<file path="src/rtl/config_master_if.sv">
// config_master_if: AHB master-side signal bundle for config_master.
// Width follows BUSWIDTH of the master it connects to.
interface config_master_if #(
    parameter int BUSWIDTH = 32
);
    logic                ahb_hgrant;
    logic                ahb_hready;
    logic                ahb_hresp;
    logic                ahb_hbusreq;
    logic                ahb_hlock;
    logic                ahb_hwrite;
    logic [1:0]          ahb_htrans;
    logic [2:0]          ahb_hburst;
    logic [BUSWIDTH-1:0] ahb_haddr;
    logic [BUSWIDTH-1:0] ahb_hwdata;

    modport master (
        input  ahb_hgrant, ahb_hready, ahb_hresp,
        output ahb_hbusreq, ahb_hlock, ahb_hwrite,
        output ahb_htrans, ahb_hburst, ahb_haddr, ahb_hwdata
    );

    modport slave (
        output ahb_hgrant, ahb_hready, ahb_hresp,
        input  ahb_hbusreq, ahb_hlock, ahb_hwrite,
        input  ahb_htrans, ahb_hburst, ahb_haddr, ahb_hwdata
    );
endinterface

</file>
<file path="src/rtl/config_master.sv">
// config_master: locked AHB master writing five configuration words to one slave.
// Define CONFIG_MASTER_RETRY_EN to retry errored words up to MAX_RETRY times.
module config_master #(
    parameter int BUSWIDTH     = 32,
    parameter int SLAVEADDRESS = 3337,
    parameter int MAX_RETRY    = 3
) (
    input  logic                ahb_hclk,
    input  logic                n_rst,
    input  logic                start,
    input  logic [BUSWIDTH-1:0] cfg_width,
    input  logic [BUSWIDTH-1:0] cfg_height,
    input  logic [BUSWIDTH-1:0] cfg_read_start,
    input  logic [BUSWIDTH-1:0] cfg_write_start,
    input  logic                cfg_filter,
    output logic                busy,
    output logic                done,
    output logic                error,
    config_master_if.master     ahb
);
    typedef enum logic [2:0] {
        IDLE, REQ, ADDR, DATA, DONE, ERR
    } state_t;

    localparam logic [1:0] HT_IDLE   = 2'b00;
    localparam logic [1:0] HT_NONSEQ = 2'b10;

    // A zero limit makes the first error fatal.
`ifdef CONFIG_MASTER_RETRY_EN
    localparam int RETRY_LIM = MAX_RETRY;
`else
    localparam int RETRY_LIM = 0;
`endif
    localparam int RW = $clog2(MAX_RETRY + 2);

    state_t              state;
    state_t              state_n;
    logic [2:0]          idx;
    logic [2:0]          idx_n;
    logic [RW-1:0]       retry;
    logic [RW-1:0]       retry_n;
    logic                load;
    logic [BUSWIDTH-1:0] word_q [5];
    logic [BUSWIDTH-1:0] wsel;

    assign ahb.ahb_hburst = 3'b000;

    always_comb begin
        state_n = state;
        idx_n   = idx;
        retry_n = retry;
        load    = 1'b0;
        unique case (state)
            IDLE: begin
                if (start) begin
                    state_n = REQ;
                    idx_n   = '0;
                    retry_n = '0;
                    load    = 1'b1;
                end
            end
            REQ: begin
                if (ahb.ahb_hgrant) state_n = ADDR;
            end
            ADDR: begin
                if (ahb.ahb_hready) state_n = DATA;
                else if (!ahb.ahb_hgrant) state_n = REQ;
            end
            DATA: begin
                if (ahb.ahb_hready) begin
                    if (!ahb.ahb_hresp) begin
                        if (idx == 3'd4) begin
                            state_n = DONE;
                        end else begin
                            idx_n   = idx + 3'd1;
                            retry_n = '0;
                            state_n = ADDR;
                        end
                    end else if (retry != RW'(RETRY_LIM)) begin
                        retry_n = retry + RW'(1);
                        state_n = ADDR;
                    end else begin
                        state_n = ERR;
                    end
                end
            end
            DONE:    state_n = IDLE;
            ERR:     state_n = IDLE;
            default: state_n = IDLE;
        endcase
    end

    always_comb begin
        case (idx_n)
            3'd0:    wsel = word_q[0];
            3'd1:    wsel = word_q[1];
            3'd2:    wsel = word_q[2];
            3'd3:    wsel = word_q[3];
            default: wsel = word_q[4];
        endcase
    end

    // Outputs are decoded from the next state so they leave a flop.
    always_ff @(posedge ahb_hclk or negedge n_rst) begin
        if (!n_rst) begin
            state           <= IDLE;
            idx             <= '0;
            retry           <= '0;
            for (int i = 0; i < 5; i++) word_q[i] <= '0;
            ahb.ahb_hbusreq <= 1'b0;
            ahb.ahb_hlock   <= 1'b0;
            ahb.ahb_hwrite  <= 1'b0;
            ahb.ahb_htrans  <= HT_IDLE;
            ahb.ahb_haddr   <= '0;
            ahb.ahb_hwdata  <= '0;
            busy            <= 1'b0;
            done            <= 1'b0;
            error           <= 1'b0;
        end else begin
            state <= state_n;
            idx   <= idx_n;
            retry <= retry_n;
            if (load) begin
                word_q[0] <= cfg_width;
                word_q[1] <= cfg_height;
                word_q[2] <= cfg_read_start;
                word_q[3] <= cfg_write_start;
                word_q[4] <= {{(BUSWIDTH-1){1'b0}}, cfg_filter};
            end
            ahb.ahb_hbusreq <= state_n inside {REQ, ADDR, DATA};
            ahb.ahb_hlock   <= state_n inside {REQ, ADDR, DATA};
            ahb.ahb_hwrite  <= state_n inside {ADDR, DATA};
            ahb.ahb_htrans  <= (state_n == ADDR) ? HT_NONSEQ : HT_IDLE;
            ahb.ahb_haddr   <= (state_n inside {ADDR, DATA}) ?
                               BUSWIDTH'(SLAVEADDRESS) : '0;
            ahb.ahb_hwdata  <= (state_n == DATA) ? wsel : '0;
            busy            <= state_n != IDLE;
            done            <= state_n == DONE;
            if (load) error <= 1'b0;
            else if (state_n == ERR) error <= 1'b1;
        end
    end
endmodule

</file>
<file path="src/flat_wrapper.sv">
// flat-port wrapper written by rule: the top's interface ports become plain ports
module config_master_flat 
#(
    parameter int BUSWIDTH     = 32,
    parameter int SLAVEADDRESS = 3337,
    parameter int MAX_RETRY    = 3
)
  (ahb_hclk, n_rst, start, cfg_width, cfg_height, cfg_read_start, cfg_write_start, cfg_filter, busy, done, error, ahb_ahb_hgrant, ahb_ahb_hready, ahb_ahb_hresp, ahb_ahb_hbusreq, ahb_ahb_hlock, ahb_ahb_hwrite, ahb_ahb_htrans, ahb_ahb_hburst, ahb_ahb_haddr, ahb_ahb_hwdata);
  config_master_if #(.BUSWIDTH(BUSWIDTH)) ahb_i ();
  input  logic ahb_hclk;
  input  logic n_rst;
  input  logic start;
  input  logic [BUSWIDTH-1:0] cfg_width;
  input  logic [BUSWIDTH-1:0] cfg_height;
  input  logic [BUSWIDTH-1:0] cfg_read_start;
  input  logic [BUSWIDTH-1:0] cfg_write_start;
  input  logic cfg_filter;
  output logic busy;
  output logic done;
  output logic error;
  input wire logic [$bits(ahb_i.ahb_hgrant)-1:0] ahb_ahb_hgrant;
  input wire logic [$bits(ahb_i.ahb_hready)-1:0] ahb_ahb_hready;
  input wire logic [$bits(ahb_i.ahb_hresp)-1:0] ahb_ahb_hresp;
  output wire logic [$bits(ahb_i.ahb_hbusreq)-1:0] ahb_ahb_hbusreq;
  output wire logic [$bits(ahb_i.ahb_hlock)-1:0] ahb_ahb_hlock;
  output wire logic [$bits(ahb_i.ahb_hwrite)-1:0] ahb_ahb_hwrite;
  output wire logic [$bits(ahb_i.ahb_htrans)-1:0] ahb_ahb_htrans;
  output wire logic [$bits(ahb_i.ahb_hburst)-1:0] ahb_ahb_hburst;
  output wire logic [$bits(ahb_i.ahb_haddr)-1:0] ahb_ahb_haddr;
  output wire logic [$bits(ahb_i.ahb_hwdata)-1:0] ahb_ahb_hwdata;
  assign ahb_i.ahb_hgrant = ahb_ahb_hgrant;
  assign ahb_i.ahb_hready = ahb_ahb_hready;
  assign ahb_i.ahb_hresp = ahb_ahb_hresp;
  assign ahb_ahb_hbusreq = ahb_i.ahb_hbusreq;
  assign ahb_ahb_hlock = ahb_i.ahb_hlock;
  assign ahb_ahb_hwrite = ahb_i.ahb_hwrite;
  assign ahb_ahb_htrans = ahb_i.ahb_htrans;
  assign ahb_ahb_hburst = ahb_i.ahb_hburst;
  assign ahb_ahb_haddr = ahb_i.ahb_haddr;
  assign ahb_ahb_hwdata = ahb_i.ahb_hwdata;
  config_master #(.BUSWIDTH(BUSWIDTH), .SLAVEADDRESS(SLAVEADDRESS), .MAX_RETRY(MAX_RETRY)) u_core (.ahb_hclk(ahb_hclk), .n_rst(n_rst), .start(start), .cfg_width(cfg_width), .cfg_height(cfg_height), .cfg_read_start(cfg_read_start), .cfg_write_start(cfg_write_start), .cfg_filter(cfg_filter), .busy(busy), .done(done), .error(error), .ahb(ahb_i));
endmodule
</file>
<file path="config.mk">
export PLATFORM = sky130hd
export DESIGN_NAME = config_master_flat
export DESIGN_NICKNAME = d
export VERILOG_FILES = /design/src/rtl/config_master_if.sv /design/src/rtl/config_master.sv /design/src/flat_wrapper.sv
export SDC_FILE = /design/constraint.sdc
export NUM_CORES = 1
export LEC_CHECK = 0
export BUFFER_PORTS_ARGS = -buffer_cell sky130_fd_sc_hd__buf_4
export CAP_MARGIN = 0
export CELL_PAD_IN_SITES_DETAIL_PLACEMENT = 0
export CELL_PAD_IN_SITES_GLOBAL_PLACEMENT = 2
export CORE_UTILIZATION = 33
export DETAILED_ROUTE_END_ITERATION = 8
export HOLD_SLACK_MARGIN = 0.05
export PLACE_DENSITY_LB_ADDON = 0.1
export SETUP_SLACK_MARGIN = 0.1
export SYNTH_ARGS = -nofsm -noshare
export SYNTH_HDL_FRONTEND = slang
export SYNTH_SLANG_ARGS = --single-unit
</file>
<file path="constraint.sdc">
create_clock -name ahb_hclk -period 3.2 [get_ports ahb_hclk]
set_input_delay 0.64 -clock ahb_hclk [delete_from_list [all_inputs] [get_ports ahb_hclk]]
set_output_delay 0.64 -clock ahb_hclk [all_outputs]
set_load 0.01 [all_outputs]
</file>
Yosys cells after proc, flatten, opt, wreduce, memory -nomap -nowiden
Cells that the tools add are included.
W data, S select, Z words.

storage, ports and cells
  bits in registers = 209
  input port bits = 135

operators by class
  add/subtract/negate cells = 2
  equal/unequal tests = 16
  multiplexer cells = 28
  reductions and logical operators = 9

operators with widths
  operator               number
  $pmux W32 S4           1
  $mux W3                17
  $mux W32               1
  $eq A3 B2 Y1 const B   6
  $mux W12               1
  $pmux W3 S2            2
  $pmux W3 S4            1
  $eq A3 B1 Y1 const B   3
  $eq A3 B3 Y1 const B   3
  $reduce_bool A3 Y1     3
  $add A3 B1 Y3 const B  2
  $logic_not A3 Y1       2
  $reduce_bool A2 Y1     3
  $reduce_and A5 Y1      1
  $mux W1                4
  $ne A2 B2 Y1 const B   2
  $ne A3 B2 Y1 const B   1
  $ne A3 B3 Y1 const B   1
  $mux W2                1

Depth between registers and ports, before layout
  word-level depth = 8
  gate-level depth with buffers = 12
  depth with buffers taken out = 7

Worst setup path before layout
No wires, ideal clock.

  kind = register to register
  start point = register u_core.idx[0]
  end point = register u_core.ahb.ahb_hwdata[0]
  setup time = 0.082 ns
  data arrival time = 2.482 ns
  required time = 3.118 ns
  slack = 0.636 ns
  cell stages (with the launch flop) = 12
  buffers on the path = 4
  period minus slack after synthesis = 2.564 ns
  cell sequence = dfrtp_1 clkbuf_1 inv_1 clkbuf_1 buf_1 ha_1 nand2_1 a31oi_1 buf_2 o221ai_1 a221o_1 a31oi_1

between the ends
  longest elaborated chain between the ends = 8

RTL lines
  what                                                  RTL line                                  text
  start: declaration                                    config_master.sv:38                       logic [2:0] idx;
  start signal: assignment                              config_master.sv:121                      idx <= idx_n;
  $add A3 B1 Y3 / $eq A3 B3 Y1 (equally long branches)  config_master.sv:75, config_master.sv:72
  $mux W3                                               config_master.sv:72                       if (idx == 3'd4) begin
  $mux W3                                               config_master.sv:71                       if (!ahb.ahb_hresp) begin
  $mux W3                                               config_master.sv:70                       if (ahb.ahb_hready) begin
  $pmux W3 S2                                           config_master.sv:53                       unique case (state)
  $eq A3 B2 Y1, or another cell as far along            config_master.sv:94                       case (idx_n)
  $pmux W32 S4                                          config_master.sv:94
  $mux W32 *                                            config_master.sv:136                      ahb.ahb_hwdata <= (state_n == DATA) ? wsel : '0;
  end signal: assignment                                config_master.sv:136
  end: declaration                                      config_master_if.sv:20                    output ahb_htrans, ahb_hburst, ahb_haddr, ahb_hwdata

Every way passes the cells marked *; elsewhere a longest branch is shown, timed or not.
A chain may end at the register's enable or synchronous reset.

Final worst setup path
  start point = register u_core.state[1]
  end point = register u_core.ahb.ahb_hwdata[27]

between the ends
  longest elaborated chain between the ends = 5

RTL lines
  what                                                 RTL line                                   text
  start: declaration                                   config_master.sv:36                        state_t state;
  start signal: assignment                             config_master.sv:120                       state <= state_n;
  $eq A3 B2 Y1, or another cell as far along           config_master.sv:53
  $pmux W3 S2 / $mux W3 (equally long branches)        config_master.sv:53, config_master.sv:66
  $eq A3 B2 Y1, or another cell as far along           config_master.sv:94
  $pmux W32 S4 / $eq A3 B2 Y1 (equally long branches)  config_master.sv:94, config_master.sv:136
  $mux W32 *                                           config_master.sv:136

Marked as above.

==> impl_metrics.py <==
metrics = {
    "worst_setup_path": {
        "path_depth": 7,
        "crit_required_ns": 3.51,
        "r2r_start": "u_core.state[1]",
        "path_max_fanout": 59,
        "critPathKind": "reg2reg",
        "crit_path_start": "u_core.state[1]",
        "critPathBufInv": 2,
        "cp_top_family": "compound AO/OA/AOI/OAI gates",
        "r2r_cells": 7,
        "setup.worst_path.end": "u_core.ahb.ahb_hwdata[27]",
        "r2r_end": "u_core.ahb.ahb_hwdata[27]",
        "r2r_slack_ns": 0.54,
        "crit_path_top_delay_cell": "dfrtp_1",
        "critPathArrivalTime_ns": 2.97,
        "critPathLaunchType": "flip-flop",
        "endpoint_kind": "flip-flop",
        "slowest_delay_ns": 0.65,
        "worstPathCellList": "and3b_4 > buf_4 > a31oi_4 > buf_12 > o22a_1 > o211ai_1 > a21oi_1",
    },
    "min_path": {
        "hp-class": "in2async",
    },
    "run_status": {
        "outcome": "finished clean",
    },
    "global_routing": {
        "track_usage_pct": 21.56,
        "grt_max_degree": 86,
        "antenna_found_initial": 0,
        "grt_pass1_vias": 8699,
        "grt_pass1_wl_um": 51290,
        "grt_overflow": 0,
    },
    "cts": {
        "hold_buffers": 0,
        "cts_setup_buffers": 0,
        "clk_pin_slew_ns": 0.08,
        "cts_num_sinks": 176,
        "ctsResizeCount": 0,
        "cts_tree": "yes",
        "clock_latency_ns": 0.44,
        "cts_buffer_depth": 2,
        "cts_root_buf": "clkbuf_16",
        "htree_levels": 4,
        "numCtsBuffers": 17,
    },
    "floorplan": {
        "die_y_um": 174.1,
        "die_area_mm2": 0.03032,
        "start_util_pct": 33.78,
        "fp.coreArea_mm2": 0.02894,
        "die_w_um": 174.1,
        "row_count": 62,
        "ios": 210,
    },
    "drt": {
        "ant_nets": 0,
        "wire_per_inst_um": 19.69,
        "drc": 0,
        "via_per_inst": 5.451,
        "vias": 8962,
        "dr.first_iter.drc_count": 722,
        "wl_um": 32380,
        "firstDrtPassIters": 5,
    },
    "sta": {
        "setup_violations": 0,
        "fin_crit_ns": 2.663,
        "slew_headroom_pct": 36.67,
        "tightest_slew_ns": 0.9500,
        "finalClockSkew_ns": 0.01055,
        "hold_viol": 0,
        "timing.fmax_mhz": 375.5,
        "fin_crit_sh_pct": 83.22,
        "timing.setup.tns_ns": 0,
        "slew_viol_final": 0,
        "rsz0062_at_grt": "no",
    },
    "power": {
        "leakage_nw": 5.584,
        "irDropWorstVdd_v": 0.0005033,
        "p_per_area_mw_per_mm2": 965.8,
    },
    "synthesis": {
        "yosys.area.top_type_share_pct": 45.05,
        "netlist_area_mm2": 0.009776,
        "yosysSeqAreaShare_pct": 45.05,
        "yosys.cell_types.count": 47,
        "yosys_warnings": 0,
        "async_flop_share_pct": 100.0,
        "syn_inst": 1142,
        "synthFlopType": "dfrtp_1",
        "syn_area_per_cell_um2": 8.560,
        "yosys-top-cells-area": "dfrtp_1, nand2_1, a311oi_1, o22a_1, o211ai_1",
        "synth_top_area_cell": "dfrtp_1",
        "synth_edf_count": 0,
        "ys_ff_latch": 176,
    },
    "final_layout": {
        "final_common_cell": "nand2_1",
        "multi_input_area_mm2": 0.004770,
        "fillers": 2988,
        "stdcell_area_mm2": 0.01193,
        "sequential_cell_area_mm2": 0.004405,
        "post_route_cells_drive_above_1_share_pct": 20.48,
        "area_growth_pct": 22.00,
        "layout_common_cells": "nand2_1, buf_4, dfrtp_1",
        "fin_nets": 1386,
        "antenna_cells": 0,
    },
    "place": {
        "hpwl_um": 19750,
        "port_buffers": 178,
        "postPlaceCellArea_mm2": 0.01134,
        "gp_congestion": 0.7617,
    },
    "flow_run": {
        "maxCapViolations": 0,
    },
}
sequential cells by signal, summed over array words and instances, names as in the netlist, 3 cells and up:
register,flops
u_core.ahb.ahb_hwdata,32
u_core.idx,3
u_core.retry,3
u_core.state,3
u_core.word_q,129
synth_stat cells (2+ instances only):
cell / n
dfrtp_1: 176
a31oi_1: 35
ha_1: 4
nor2_1: 7
nand2_1: 392
a41oi_1: 2
and3_1: 2
nand3b_1: 2
o211ai_1: 62
o21a_1: 2
o21bai_1: 62
a221o_1: 2
and2_1: 2
a311oi_1: 64
nor2b_1: 3
inv_1: 8
o22ai_1: 2
clkbuf_1: 96
nand3_1: 4
a21oi_1: 33
buf_1: 5
a211oi_1: 31
o221ai_1: 5
o21ai_0: 5
buf_4: 37
buf_2: 17
o22a_1: 62
per-stage QoR:
step | instances | total power [mW] | util, % | hold slack, ns | setup WS [ns]
after floorplan | 1172 | 7.590 | - | 0.3444 | 0.6364
after global placement | 1612 | 9.400 | 39.20 | 0.4727 | 0.5670
after detailed placement | 1612 | 9.427 | 39.20 | 0.4650 | 0.5358
after CTS | 1644 | 11.61 | 41.22 | 0.2869 | 0.5732
after global routing | 1644 | 12.39 | 41.22 | 0.2933 | 0.3878
final | 1644 | 11.52 | 41.22 | 0.2462 | 0.5369
routing by layer:
metal / vias up / share of wire [%] / track usage (%)
met5: - / 0 / 0
met4: 0 / 1.1 / 5.556
met3: 24 / 5.3 / 3.237
met2: 306 / 46 / 34.02
met1: 4398 / 47 / 30.75
li1: 4234 / - / -
power by group:
| group | internal, mW | switching, mW | total [mW] |
|---|---|---|---|
| clock | 1.13 | 1.01 | 2.14 |
| sequential | 3.24 | 0.887 | 4.13 |
| combinational | 2.23 | 3.02 | 5.25 |
| total | 6.60 | 4.92 | 11.5 |
layout make-up:
cell class | count | area share (%)
repair buffers | 211 | 13.86
well taps | 384 | 4.029
multi-input cells | 832 | 39.99
inverters | 9 | 0.2833
clock buffers | 19 | 3.714
clock inverters | 13 | 1.185
flip-flops and latches | 176 | 36.94
cells by family (layout without fill, tap and decap cells):
family	after synthesis	in the layout	share of synthesized area, %
simple gates	423	423	17.30
compound gates	372	372	28.95
flops	176	176	45.05
buf+inv	164	252	7.936
fa+ha+maj	4	4	0.5120
other cells	1	31	0.03836
xor+xnor	1	1	0.08961
mux	1	1	0.1152
worst min-delay path by stage:
stage                startpoint                  endpoint  cells past startpoint
4_1_cts                   n_rst  u_core.ahb.ahb_htrans[1]                      1
6_report                  n_rst               u_core.done                      1
3_3_place_gp   u_core.word_q[0]          u_core.word_q[0]                      2
5_1_grt                   n_rst    u_core.ahb.ahb_hbusreq                      1
2_1_floorplan             n_rst  u_core.ahb.ahb_haddr[10]                      0
3_5_place_dp   u_core.word_q[0]          u_core.word_q[0]                      2
Note: power is estimated with default switching activity, not from simulation.
